`src/rtl/dino_jump.sv`:
```
// Vertical-motion controller for the dino sprite: turns a jump press into a
// tick-paced rise / hang / fall trajectory and freezes while the dino is dead.
module dino_jump #(
    parameter int GROUND_V    = 320,
    parameter int JUMP_HEIGHT = 80,
    parameter int RISE_STEP   = 4,
    parameter int FALL_STEP   = 4,
    parameter int HANG_TICKS  = 8,
    parameter int TICK_DIV    = 500000
) (
    input  logic       clk,
    input  logic       clr,
    input  logic       btn_jump,
    input  logic       is_alive,
    output logic [9:0] dino_v,
    output logic       airborne,
    output logic       tick
);

    localparam int CW   = $clog2(TICK_DIV);
    localparam int HW   = $clog2(HANG_TICKS + 2);
    localparam int APEX = GROUND_V - JUMP_HEIGHT;

    localparam logic [9:0]    GROUND_10   = 10'(GROUND_V);
    localparam logic [9:0]    APEX_10     = 10'(APEX);
    localparam logic [9:0]    RISE_10     = 10'(RISE_STEP);
    localparam logic [10:0]   RISE_LIM_11 = 11'(APEX + RISE_STEP);
    localparam logic [10:0]   GROUND_11   = 11'(GROUND_V);
    localparam logic [10:0]   FALL_11     = 11'(FALL_STEP);
    localparam logic [9:0]    LAUNCH_10   = (RISE_STEP >= JUMP_HEIGHT) ? 10'(APEX)
                                                                       : 10'(GROUND_V - RISE_STEP);
    localparam logic [CW-1:0] TICK_LAST   = CW'(TICK_DIV - 1);
    localparam logic [HW-1:0] HANG_LAST   = HW'(HANG_TICKS);

    typedef enum logic [1:0] {
        S_GROUND = 2'd0,
        S_RISE   = 2'd1,
        S_HANG   = 2'd2,
        S_FALL   = 2'd3
    } state_t;

    logic [CW-1:0] cnt_q, cnt_d;
    logic          sync1_q, sync2_q, prev_q;
    logic          btn_rise;
    state_t        state_q;
    logic [9:0]    v_q;
    logic [HW-1:0] hang_q, hang_d;
    logic          air_q, pend_q;
    logic [9:0]    rise_d, fall_d;
    logic [10:0]   fall_sum;
    logic          near_apex, lands, hang_done;

    assign tick     = (cnt_q == TICK_LAST);
    assign cnt_d    = tick ? '0 : cnt_q + CW'(1);
    assign btn_rise = sync2_q & ~prev_q;

    // Step arithmetic is done one bit wider so overshoot clamps instead of wrapping.
    assign near_apex = ({1'b0, v_q} <= RISE_LIM_11);
    assign rise_d    = near_apex ? APEX_10 : v_q - RISE_10;
    assign fall_sum  = {1'b0, v_q} + FALL_11;
    assign lands     = (fall_sum >= GROUND_11);
    assign fall_d    = lands ? GROUND_10 : fall_sum[9:0];
    assign hang_d    = hang_q + HW'(1);
    assign hang_done = (hang_d >= HANG_LAST);

    assign dino_v   = v_q;
    assign airborne = air_q;

    always_ff @(posedge clk or negedge clr) begin
        if (!clr) begin
            cnt_q <= '0;
        end else begin
            cnt_q <= cnt_d;
        end
    end

    always_ff @(posedge clk or negedge clr) begin
        if (!clr) begin
            sync1_q <= 1'b0;
            sync2_q <= 1'b0;
            prev_q  <= 1'b0;
        end else begin
            sync1_q <= btn_jump;
            sync2_q <= sync1_q;
            prev_q  <= sync2_q;
        end
    end

    always_ff @(posedge clk or negedge clr) begin
        if (!clr) begin
            state_q <= S_GROUND;
            v_q     <= GROUND_10;
            hang_q  <= '0;
            air_q   <= 1'b0;
            pend_q  <= 1'b0;
        end else if (!is_alive) begin
            pend_q <= 1'b0;
        end else if (tick) begin
            case (state_q)
                S_GROUND: begin
                    if (pend_q) begin
                        state_q <= S_RISE;
                        v_q     <= LAUNCH_10;
                        air_q   <= 1'b1;
                        pend_q  <= 1'b0;
                    end else if (btn_rise) begin
                        pend_q <= 1'b1;
                    end
                end
                S_RISE: begin
                    v_q <= rise_d;
                    if (near_apex) begin
                        state_q <= S_HANG;
                        hang_q  <= '0;
                    end
                end
                S_HANG: begin
                    hang_q <= hang_d;
                    if (hang_done) begin
                        state_q <= S_FALL;
                    end
                end
                S_FALL: begin
                    v_q <= fall_d;
                    if (lands) begin
                        state_q <= S_GROUND;
                        air_q   <= 1'b0;
                    end
                end
                default: state_q <= S_GROUND;
            endcase
        end else if (state_q == S_GROUND && btn_rise) begin
            pend_q <= 1'b1;
        end
    end

endmodule
```
`config.mk`:
```
export PLATFORM = sky130hd
export DESIGN_NAME = dino_jump
export DESIGN_NICKNAME = d
export VERILOG_FILES = /design/src/rtl/dino_jump.sv
export SDC_FILE = /design/constraint.sdc
export NUM_CORES = 1
export LEC_CHECK = 0
export BUFFER_PORTS_ARGS = -buffer_cell sky130_fd_sc_hd__buf_2
export CAP_MARGIN = 20
export CORE_MARGIN = 4
export CORE_UTILIZATION = 50
export CTS_CLUSTER_DIAMETER = 50
export DETAILED_ROUTE_END_ITERATION = 6
export PLACE_DENSITY = 0.71
export SKIP_CTS_REPAIR_TIMING = 1
export SKIP_LAST_GASP = 1
export SYNTH_ARGS = -nofsm -noshare
export SYNTH_HDL_FRONTEND = slang
export SYNTH_SLANG_ARGS = --single-unit
```
`constraint.sdc`:
```
create_clock -name clk -period 2.3 [get_ports clk]
set_input_delay 0.115 -clock clk [delete_from_list [all_inputs] [get_ports clk]]
set_output_delay 0.115 -clock clk [all_outputs]
set_load 0.05 [all_outputs]
```
# Yosys cells after proc, flatten, opt, wreduce, memory -nomap -nowiden
# Index checks and enable logic that the tools add are counted.
[op_classes]
n_div = 0
bitwise_logic = 2
order_cmp = 3
n_mux = 21
n_reduce_logical = 10
eq_ne = 10
n_mul = 0
shifts = 0
n_addsub = 4
[ops]
columns = ["cell", "n"]
rows = [
  ["2-to-1 mux 10 bit", 3],
  ["case mux 10 bit (3 select lines)", 1],
  ["adder 19 x 1 -> 19 bit, second input constant", 1],
  ["== test 19 bit, second input constant", 1],
  ["2-to-1 mux 19 bit", 1],
  ["adder 10 x 3 -> 11 bit, second input constant", 1],
  [">= comparator 11 x 9 -> 1 bit, second input constant", 1],
  ["<= comparator 10 x 8 -> 1 bit, second input constant", 1],
  ["subtractor 10 x 3 -> 10 bit, second input constant", 1],
  ["2-to-1 mux 1 bit", 8],
  ["2-to-1 mux 2 bit", 4],
  ["inequality test 2 bit, second input constant", 4],
  ["case mux 2 bit (4 select lines)", 1],
  ["case mux 4 bit (2 select lines)", 1],
  ["AND reduction 4 bit", 2],
  ["AND reduction 6 bit", 1],
  ["AND reduction 5 bit", 1],
  ["adder 4 x 1 -> 4 bit, second input constant", 1],
  ["== test 2 bit, second input constant", 2],
  [">= comparator 4 bit, second input constant", 1],
  ["2-to-1 mux 4 bit", 1],
  ["nonzero test 2 bit", 2],
  ["inequality test 3 x 1 -> 1 bit, second input constant", 1],
  ["inequality test 3 x 2 -> 1 bit, second input constant", 1],
  ["other kinds (8)", 8],
]
[word_totals]
ff_bits = 40
mem_count = 0
output_inout_bits = 12
latchBits = 0
ram_bits = 0
rom_bits = 0
input_bits = 4

# Depth between registers and ports, before layout
# Gate-level depths: netlist of the first run.
[depth]
ltp_word = 7
depth_mapped = 8

# Worst setup path after synthesis of the first run
# OpenSTA, ideal clock, no wires.
[synth_path]
path_type = "register to register"
start = "reg v_q[2], in the netlist dino_v[2]"
end = "reg state_q[1]"
path_buffers = 0
t_required_ns = 2.175
path_slack_ns = -0.146
period_less_slack_ns = 2.446
stages_incl_launch_ff = 7
arrival_time_ns = 2.321
cell_sequence = "dfrtp_1 > ha_1 > and4_1 > a221o_1 > o211ai_1 > and4_1 > mux2_2"
[synth_between]
elab_chain_len = 4
[synth_lines]
columns = ["element", "line_no", "rtl"]
rows = [
  ["start: declaration", "46", "logic [9:0] v_q;"],
  ["start signal: assignment", "111", "v_q <= rise_d;"],
  ["start signal: assignment", "124", "v_q <= fall_d;"],
  ["adder 10 x 3 -> 11 bit", "60", "assign fall_sum = {1'b0, v_q} + FALL_11;"],
  [">= comparator 11 x 9 -> 1 bit", "61", "assign lands = (fall_sum >= GROUND_11);"],
  ["inequality test 2 bit (no line)", "n/a", ""],
  ["AND reduction 6 bit (no line) *", "n/a", ""],
  ["end signal: assignment", "91", "state_q <= S_GROUND;"],
  ["end signal: assignment", "102", "state_q <= S_RISE;"],
  ["end signal: assignment", "113", "state_q <= S_HANG;"],
  ["end: declaration", "45", "state_t state_q;"],
]
# Mark *: on every way between the ends. The rest lies on a longest branch, timed or not.
# A chain may end at the register's enable or synchronous reset.

# Worst setup path in the final report of the first run
[layout_path]
start = "reg v_q[2], in the netlist dino_v[2]"
end = "reg v_q[5], in the netlist dino_v[5]"
[layout_between]
elab_chain_len = 4
[layout_lines]
columns = ["element", "line_no", "rtl"]
rows = [
  ["adder 10 x 3 -> 11 bit", "60", ""],
  [">= comparator 11 x 9 -> 1 bit", "61", ""],
  ["2-to-1 mux 10 bit", "62", "assign fall_d = lands ? GROUND_10 : fall_sum[9:0];"],
  ["case mux 10 bit (3 select lines) *", "99", "case (state_q)"],
]
# Marked as above.

==> reports/metrics.yaml, run 1 <==
worst_setup_path:
  slowest_delay_ps: 480
  cp_max_fo: 10
  arrival_ps: 2370
  worst_ep_required_time_ps: 2490
  crit_path_end: "dino_v[5]"
  start_kind: "register"
  worstReg2RegEnd: "dino_v[5]"
  crit_type: "register to register"
  cp_slowest_cell: "dfrtp_2"
  worst_r2r_startpoint: "dino_v[2]"
  r2r_cells: 8
  crit_path_end_kind: "register"
  startpoint: "dino_v[2]"
  reg2reg_setup_slack_ps: 120
  crit_chain: "inv_1, ha_1, nor4bb_1, a22oi_2, buf_4, o22ai_1, o41ai_1, a22o_1"
floorplanning:
  ioPinCount: 16
  rows: 24
  die_h_microns: 76.39
  die_area_sq_um: 5835
  start_util: 0.5262
  fp.dieW_microns: 76.39
  core_area_sq_um: 4444
cells_and_area:
  design_area_sq_um: 2638
  fillCellCount: 391
  antenna_cells: 0
  syn2layout_area_growth_pct: 12.79
  final_common_cell: "dfrtp_1"
  mostFrequentLayoutCells: "dfrtp_1 (33), nor2_1 (28), nand2_1 (18)"
  drive_gt1_frac: 0.1661
  final_nets: 295
clock_network:
  cts_root_buffer: "clkbuf_8"
  clk_pin_slew_ps: 80
  clock-sinks: 38
  cts_tree: "built"
  htreeDepth: 2
  cts_buffers: 5
  clk_latency_ps: 300
  cts_buffer_depth: 2
placement:
  io_buffers: 13
  gp_congestion: 0.9379
  dpl_cell_area_sq_um: 2509
  dpl.hpwl_microns: 3782
global_route:
  track_usage: 0.1876
  grt_pass1_vias: 1923
  antenna_found_initial: 0
  grt_max_degree: 39
  grt_use_met2: 0.2900
  use_met1: 0.2474
  grt.met3_usage: 0.04492
  overflow: 0
  grt_pass1_wl_microns: 8949
  grt.busiest_layer: "met2"
power:
  netSwitchingFraction: 0.2265
  power_density_nw_per_um2: 450.8
  p_clk_frac: 0.407
  seqPwrFrac: 0.566
  p_int_mw: 0.9196
  p_switching_mw: 0.2694
  ir_drop_mv: 0.4731
  combPwrFrac: 0.027
  power_leakage_nw: 1.106
logic_synthesis:
  synth_area_sq_um: 2338
  ys_seq_area_frac: 0.4077
  synth_edf_count: 0
  synth_cell_types: 56
  synth_seq_cells: 38
  syn_avg_cell_area_sq_um: 9.029
  synth_async_sr_flop_share: 1.000
  yosysWarnings: 0
  ys.flop_type: "dfrtp_1"
  syn_inst: 259
route:
  vias: 2035
  drtIter0Drc: 239
  drc: 0
  viasPerCell: 6.075
  routed_wl_microns: 5213
  routedWlPerCell_microns: 15.56
  antenna_left: 0
  firstDrtPassIters: 4
sta:
  rsz0062_at_grt: "no"
  worst_pin_slew_ps: 841.6
  drv_slew: 0
  fin_crit_sh: 0.9460
  min_period_ps: 2176
  tns_ps: 0
  slew_headroom: 0.4389
  clock_skew_ps: 11.16
  fmax_mhz: 459.6
  setup_violations: 0
  timing_hold_violations_final: 0
run_status:
  status: "finished clean"
worst_hold_path:
  whs_path_depth: 2
  hp-class: "primary input to register"
job:
  cap_violations: 0
[power groups by stage]
stage / Combinational (mW) / Sequential (mW) / Clock, mW
6_report: 0.0318 / 0.673 / 0.484
5_1_grt: 0.0364 / 0.674 / 0.525
4_1_cts: 0.0305 / 0.673 / 0.503
3_5_place_dp: 0.0305 / 0.686 / 0
3_3_place_gp: 0.0304 / 0.686 / 0
2_1_floorplan: 0.0154 / 0.686 / 0
[cells by family (layout without fill, tap and decap cells)]
logic type	count (synthesis)	in the layout	share of synthesized area
flops	38	38	0.4077
simple gates	106	106	0.2440
fa+ha+maj	9	9	0.04815
compound gates	56	56	0.1685
xor+xnor	17	17	0.06367
mux	2	2	0.01123
other cells	1	2	0.001604
buf+inv	30	53	0.05510
[synthesized netlist by cell type (3+ instances only)]
cell	number	area share
and4_1	4	0.015
nor2_1	28	0.045
nand3b_1	3	0.0096
buf_2	6	0.013
nand4_1	11	0.029
and3_1	5	0.013
nand2_1	18	0.029
nor3_1	6	0.013
clkbuf_1	4	0.0064
o22ai_1	5	0.013
xnor2_1	11	0.041
inv_1	17	0.027
o31ai_1	4	0.013
xor2_1	6	0.022
nor3b_1	3	0.0096
and2_1	3	0.0080
or4_1	3	0.0096
a21oi_1	8	0.017
dfrtp_1	36	0.39
o21ai_0	10	0.021
nor4_1	4	0.011
nand3_1	9	0.019
ha_1	9	0.048
[stage by stage]
stage	util	power, mW	hold slack, ps	setup slack (ps)	cells
floorplan	-	0.7010	-180.6	0.8635	260
global placement	0.5645	0.7166	222.4	161.4	325
detailed placement	0.5645	0.7167	225.9	153.5	325
CTS	0.5859	1.207	-82.92	139.7	333
global route	0.5935	1.235	77.55	0.3106	335
finish	0.5935	1.189	77.33	124.1	335
[worst min path at each step]
stage                         from  endpoint  slack [ps]
after CTS                 btn_jump   sync1_q         -80
final                     is_alive    pend_q          80
after global routing      is_alive    pend_q          80
after detailed placement  btn_jump   sync1_q         230
after global placement    btn_jump   sync1_q         220
after floorplan                clr  airborne        -180
[layer usage]
metal,up-vias,part of all wire
met5,-,0
met4,0,0.017
met3,10,0.058
met2,72,0.47
met1,957,0.46
li1,996,-
[registers in the layout (all words and copies together) (netlist names)]
| signal | count |
|---|---|
| airborne | 1 |
| prev_q | 1 |
| sync1_q | 1 |
| state_q | 2 |
| sync2_q | 1 |
| pend_q | 1 |
| hang_q | 4 |
| cnt_q | 19 |
| dino_v | 8 |
[worst max-delay path: cells and delay by family, from the launching register on]
family          cells  cell delay, ps
flops               1             480
simple gates        1             400
compound gates      4             620
fa+ha+maj           1             280
buf+inv             2             290
[area by class of cell]
class / instances / area (sq um) / share of cell area
Multi-Input combinational cell: 192 / 1274 / 0.4829
Clock buffer: 6 / 82.58 / 0.03131
Timing Repair Buffer: 28 / 182.7 / 0.06926
Sequential cell: 38 / 957.2 / 0.3629
Inverter: 17 / 63.81 / 0.02419
Clock inverter: 2 / 12.51 / 0.004744
Tap cell: 52 / 65.06 / 0.02467
No activity file was read; power rests on OpenSTA's default activity.
==> inputs of run 2 (changes only) <==
- ABC_AREA: not set -> 1
- PLACE_DENSITY: 0.71 -> 0.7
==> run 2 against run 1 <==
Compared with the run above:
- synthesized cell count is 30% higher
- flip-flop and latch count unchanged
- combinational power grew to 2.9 times the previous value
- routed wire length decreased by 0.48%
- setup slack improved by 210 ps
- clock skew decreased by 4.8 ps
- register-to-register slack better by 280 ps
- sequential power grew 2%
- clock-buffer cell count increased by 2
- die area is 5.4% higher
- utilization is 2.1 points lower
==> reports/metrics.yaml, run 2 <==
worst_setup_path:
  crit_type: "register to output pin"
  arrival_ps: 1850  # -520 ps
  start_kind: "register"
  cp_max_fo: 5  # -5
  crit_path_end_kind: "output pin"
  worst_ep_required_time_ps: 2180  # -310 ps
power:
  p_clk_frac: 0.411  # +0.004
  p_switching_mw: 0.3206  # +19%
  p_int_mw: 1.002  # +9.0%
  seqPwrFrac: 0.520  # -0.046
  netSwitchingFraction: 0.2423  # +0.01578
  ir_drop_mv: 0.4755  # +0.50%
  combPwrFrac: 0.069  # +0.042
  power_leakage_nw: 1.371  # +24%
  power_density_nw_per_um2: 485.7  # +7.7%
cells_and_area:
  drive_gt1_frac: 0.1292  # -0.03686
  antenna_cells: 0  # unchanged
  fillCellCount: 494  # +26%
  final_nets: 368  # +25%
  mostFrequentLayoutCells: "nand2_1 (73), nor2_1 (50), inv_1 (47)"
  final_common_cell: "nand2_1"
  regMostFlops: "cnt_q"
  syn2layout_area_growth_pct: 9.838
  design_area_sq_um: 2724  # +3.3%
  largest_reg_flops: 19  # unchanged
route:
  routedWlPerCell_microns: 12.26  # -21%
  drc: 0  # unchanged
  vias: 2109  # +3.6%
  viasPerCell: 4.986  # -18%
  antenna_left: 0  # unchanged
  routed_wl_microns: 5188  # -0.48%
  firstDrtPassIters: 4  # unchanged
  drtIter0Drc: 153  # -36%
placement:
  io_buffers: 13  # unchanged
  gp_congestion: 0.9125  # -2.7%
  dpl.hpwl_microns: 3878  # +2.5%
  dpl_cell_area_sq_um: 2594  # +3.4%
logic_synthesis:
  post-synth-top-area-fraction: 0.3633  # -0.02196
  syn_inst: 337  # +30%
  ys_seq_area_frac: 0.3845  # -0.02324
  synth_area_sq_um: 2480  # +6.0%
  yosysWarnings: 0  # unchanged
  ys.flop_type: "dfrtp_1"
  synth_cell_types: 32  # -43%
  synthTopCellsByCount: "nand2_1 (73), nor2_1 (50), inv_1 (47)"
  syn_avg_cell_area_sq_um: 7.359  # -18%
  yosys-top-cells-area: "dfrtp_1 (36%), nand2_1 (11%), nor2_1 (7.6%)"
  synth_edf_count: 0  # unchanged
  synth_seq_cells: 38  # unchanged
  synth_async_sr_flop_share: 1.000  # unchanged
  synth.most_common_cell: "nand2_1"
  synth_area_leader_cell: "dfrtp_1"
global_route:
  track_usage: 0.1870  # -0.0006128
  grt_max_degree: 39  # unchanged
  grt_pass1_vias: 1927  # +0.21%
  overflow: 0  # unchanged
  antenna_found_initial: 0  # unchanged
  grt_pass1_wl_microns: 9121  # +1.9%
floorplanning:
  ioPinCount: 16  # unchanged
  start_util: 0.5216  # -0.004604
  core_area_sq_um: 4755  # +7.0%
  rows: 25  # +4.2%
  die_h_microns: 78.43  # +2.7%
  fp.dieW_microns: 78.43  # +2.7%
  die_area_sq_um: 6150  # +5.4%
clock_network:
  clk_latency_ps: 300  # about the same
  clock-sinks: 38  # unchanged
  cts_buffers: 5  # unchanged
  cts_root_buffer: "clkbuf_8"
  cts_buffer_depth: 2  # unchanged
  htreeDepth: 2  # unchanged
  cts_tree: "built"
  clk_pin_slew_ps: 80  # about the same
worst_hold_path:
  hp-class: "primary input to register"
sta:
  fin_crit_sh: 0.8554  # -0.09068
  clock_skew_ps: 6.325  # -4.837 ps
  fmax_mhz: 508.3  # +11%
  timing_hold_violations_final: 0  # unchanged
  min_period_ps: 1967  # -208.6 ps
  setup_violations: 0  # unchanged
  worst_pin_slew_ps: 842.9  # +1.302 ps
  drv_slew: 0  # unchanged
  tns_ps: 0  # unchanged
  rsz0062_at_grt: "no"
  slew_headroom: 0.4380  # -0.0008680
job:
  cap_violations: 0  # unchanged
run_status:
  status: "finished clean"
run 2: cell count changes after synthesis, sizes merged, moves of 4 or more:
| cell | delta |
|---|---|
| nor2 | +28 |
| nor3 | +4 |
| xor2 | +10 |
| xnor2 | -10 |
| and3 | -5 |
| o22ai | -5 |
| nand3 | +21 |
| o31ai | -4 |
| clkbuf | -5 |
| nand2 | +58 |
| inv | +32 |
| and4 | -4 |
run 2: cells by family after synthesis:
| kind of cell | Yosys count | synth area share |
|---|---|---|
| AO/OA/AOI/OAI | 22 | 0.04641 |
| other | 1 | 0.001512 |
| adder cells (fa/ha/maj) | 9 | 0.04541 |
| AND/OR/NAND/NOR | 194 | 0.3688 |
| flip-flops | 38 | 0.3845 |
| buffers and inverters | 56 | 0.09334 |
| XOR/XNOR | 17 | 0.06004 |
run 2: cell type report:
cell class	count	area (sq um)	area share
Inverter	51	192.7	0.07074
Multi-Input combinational cell	244	1299	0.4768
Clock buffer	8	110.1	0.04042
Timing Repair Buffer	15	85.08	0.03124
Sequential cell	38	953.4	0.3500
Tap cell	67	83.83	0.03078
run 2: per-layer routing:
metal,vias up,share of wire,track usage
met1,959,0.52,0.2847
met4,0,0.013,0.06294
li1,1098,-,-
met3,8,0.052,0.03899
met5,-,0,0
met2,44,0.42,0.2611
run 2: path summary, 6_finish.rpt:
kind / to / cells past startpoint / slack [ps] / start
min reg2reg: sync2_q / 0 / 350 / sync1_q
min: pend_q / 3 / 140 / is_alive
max reg2reg: dino_v[9] / 12 / 400 / state_q[0]
max: tick / 6 / 330 / cnt_q[0]
max in group asynchronous: cnt_q[13] / 2 / 1310 / clr
min in group asynchronous: cnt_q[10] / 2 / 450 / clr
run 2: stage by stage:
| stage | setup slack (ps) | hold slack [ps] | power [mW] | instances | util |
|---|---|---|---|---|---|
| floorplan | 421.4 | -180.6 | 0.7635 | 338 | - |
| global placement | 418.4 | 224.2 | 0.7900 | 413 | 0.5455 |
| detailed placement | 418.8 | 224.9 | 0.7904 | 413 | 0.5455 |
| CTS | 327.3 | -88.37 | 1.337 | 421 | 0.5687 |
| global route | 153.3 | 151.3 | 1.377 | 423 | 0.5729 |
| finish | 332.7 | 144.1 | 1.323 | 423 | 0.5729 |
run 2: critical path, stage by stage, from the launching register on:
cell and delay, ps:
dfrtp_1 380, ha_1 210, nand3_2 170, nor4_1 270
nand2_1 90, nor2_1 150, buf_2 290
run 2: power groups by stage:
stage	Clock (mW)	Sequential (mW)	Combinational [mW]
after floorplan	0	0.711	0.0522
after global routing	0.584	0.689	0.103
after global placement	0	0.700	0.0896
after detailed placement	0	0.701	0.0896
after CTS	0.560	0.688	0.0902
final	0.543	0.688	0.0917
==> inputs of run 3 (changes only) <==
- CORE_ASPECT_RATIO: not set -> 0.5
- CORE_UTILIZATION: 50 -> 55
- PLACE_DENSITY: 0.7 -> 0.76
==> run 3 against run 2 <==
Compared with the run above:
- final area fell by 1.7%
- utilization rose by 7.6 points
- clock power fell by 19%
- sequential share of layout area rose by 0.61 points
- cell count fell by 3.3%
- clock skew barely moved
- setup slack improved by 39 ps
- sequential power barely moved
- power fell by 7.7%
- critical endpoint unchanged
==> reports/metrics.yaml, run 3 (synthesis gave the netlist of run 2 again) <==
worst_setup_path:
  cp_max_fo: 5  # unchanged
  crit_type: "register to output pin"
  worst_r2r_startpoint: "dino_v[3]"
  worst_ep_required_time_ps: 2180  # about the same
  cp_slowest_cell: "dfrtp_1"
  path_buf_inv: 1  # unchanged
  startpoint: "cnt_q[0]"
  start_kind: "register"
  crit_chain: "ha_1, nand3_2, nor4_1, nand2_1, nor2_1, buf_2"
  path_delay_family: "simple AND/OR/NAND/NOR gates"
  slowest_delay_ps: 380  # about the same
  arrival_ps: 1810  # -40 ps
  crit_path_end_kind: "output pin"
placement:
  pre_cts_slack_ps: 424.5  # +5.660 ps
  dpl.hpwl_microns: 3721  # -4.1%
  dpl_cell_area_sq_um: 2577  # -0.63%
  io_buffers: 13  # unchanged
  gp_congestion: 0.8888  # -2.6%
route:
  antenna_left: 0  # unchanged
  drc: 0  # unchanged
  drtIter0Drc: 86  # -44%
  routed_wl_microns: 5046  # -2.7%
  routedWlPerCell_microns: 12.34  # +0.59%
  vias: 2118  # +0.43%
  viasPerCell: 5.178  # +3.9%
  firstDrtPassIters: 4  # unchanged
sta:
  worst_pin_slew_ps: 853.1  # +10.19 ps
  timing_hold_violations_final: 0  # unchanged
  holdWs_ps: 136.0  # -8.154 ps
  fmax_mhz: 518.6  # +2.0%
  rsz0062_at_grt: "no"
  clock_skew_ps: 6.471  # +0.1452 ps
  min_period_ps: 1928  # -39.16 ps
  drv_slew: 0  # unchanged
  tns_ps: 0  # unchanged
  setup_violations: 0  # unchanged
  slew_headroom: 0.4312  # -0.006794
  setup_ws_ps: 371.8  # +39.16 ps
  fin_crit_sh: 0.8383  # -0.01703
cells_and_area:
  fillCellCount: 362  # -27%
  design_area_sq_um: 2678  # -1.7%
  drive_gt1_frac: 0.1239  # -0.005270
  multi_input_area_sq_um: 1299  # unchanged
  largest_reg_flops: 19  # unchanged
  seqCellArea_sq_um: 953.4  # unchanged
  final_common_cell: "nand2_1"
  regMostFlops: "cnt_q"
  syn2layout_area_growth_pct: 7.972
  antenna_cells: 0  # unchanged
  mostFrequentLayoutCells: "nand2_1 (73), nor2_1 (50), inv_1 (47)"
  final_nets: 368  # unchanged
  final_util: 0.6493  # +0.07638
global_route:
  grt_max_degree: 39  # unchanged
  antenna_found_initial: 0  # unchanged
  grt_pass1_wl_microns: 9032  # -0.98%
  track_usage: 0.1927  # +0.005701
  grt_pass1_vias: 2030  # +5.3%
  overflow: 0  # unchanged
job:
  cap_violations: 0  # unchanged
worst_hold_path:
  hp-class: "primary input to register"
  worst_hold_startpoint: "is_alive"
clock_network:
  cts_root_buffer: "clkbuf_8"
  clock-sinks: 38  # unchanged
  cts_buffers: 5  # unchanged
  clk_pin_slew_ps: 80  # about the same
  cts_buffer_depth: 2  # unchanged
  clk_latency_ps: 290  # about the same
  cts_tree: "built"
  htreeDepth: 2  # unchanged
power:
  power_density_nw_per_um2: 455.8  # -6.1%
  ir_drop_mv: 0.2459  # -48%
  power_leakage_nw: 1.351  # -1.5%
floorplanning:
  die_area_sq_um: 5712  # -7.1%
  die_h_microns: 55.48  # -29%
  fp.dieW_microns: 103.0  # +31%
  core_area_sq_um: 4124  # -13%
  rows: 16  # -36%
  start_util: 0.6013  # +0.07976
  ioPinCount: 16  # unchanged
run_status:
  status: "finished clean"
run 3: cell types whose count changed in the layout (fill, tap and decap cells not counted), sizes merged:
cell,before,now
clkinvlp,0,1
clkbuf,8,6
run 3: cell type report:
type | count | area share
Clock buffer | 6 | 0.02710
Clock inverter | 1 | 0.002804
Inverter | 51 | 0.07196
Multi-Input combinational cell | 244 | 0.4850
Sequential cell | 38 | 0.3561
Tap cell | 54 | 0.02523
Timing Repair Buffer | 15 | 0.03178
run 3: worst reg2reg max path, stage by stage (launching register included):
cell     delay, ps
dfrtp_1        480
ha_1           280
nand3_1        130
nor2_1         150
nor2_1          60
nor2_1         160
nand2_1        150
nand3_2        150
nand4_1        110
nand2_1         90
inv_1           40
run 3: where the power goes:
group / leakage [nW] / internal, mW / switching, mW / total (mW)
Combinational: 0.833 / 0.0232 / 0.0681 / 0.0914
Sequential: 0.480 / 0.676 / 0.0123 / 0.689
Clock: 0.0373 / 0.208 / 0.233 / 0.441
run 3: routing by layer:
metal / share of wire / global-route usage
met1: 0.50 / 0.2754
met2: 0.44 / 0.3017
met3: 0.049 / 0.03643
met4: 0.0071 / 0.04428
met5: 0 / 0
run 3: worst paths after layout:
path,slack (ps),to,cells past startpoint
min in group asynchronous,460,cnt_q[4],2
hold / removal,140,pend_q,3
setup / recovery,370,tick,6
hold reg to reg,350,sync2_q,0
max in group asynchronous,1290,state_q[0],2
setup reg to reg,410,state_q[0],10
run 3: metrics by stage:
| stage | cells | power [mW] |
|---|---|---|
| after floorplan | 338 | 0.7635 |
| after global placement | 400 | 0.7897 |
| after detailed placement | 400 | 0.7908 |
| after CTS | 407 | 1.227 |
| after global routing | 409 | 1.281 |
| final | 409 | 1.221 |
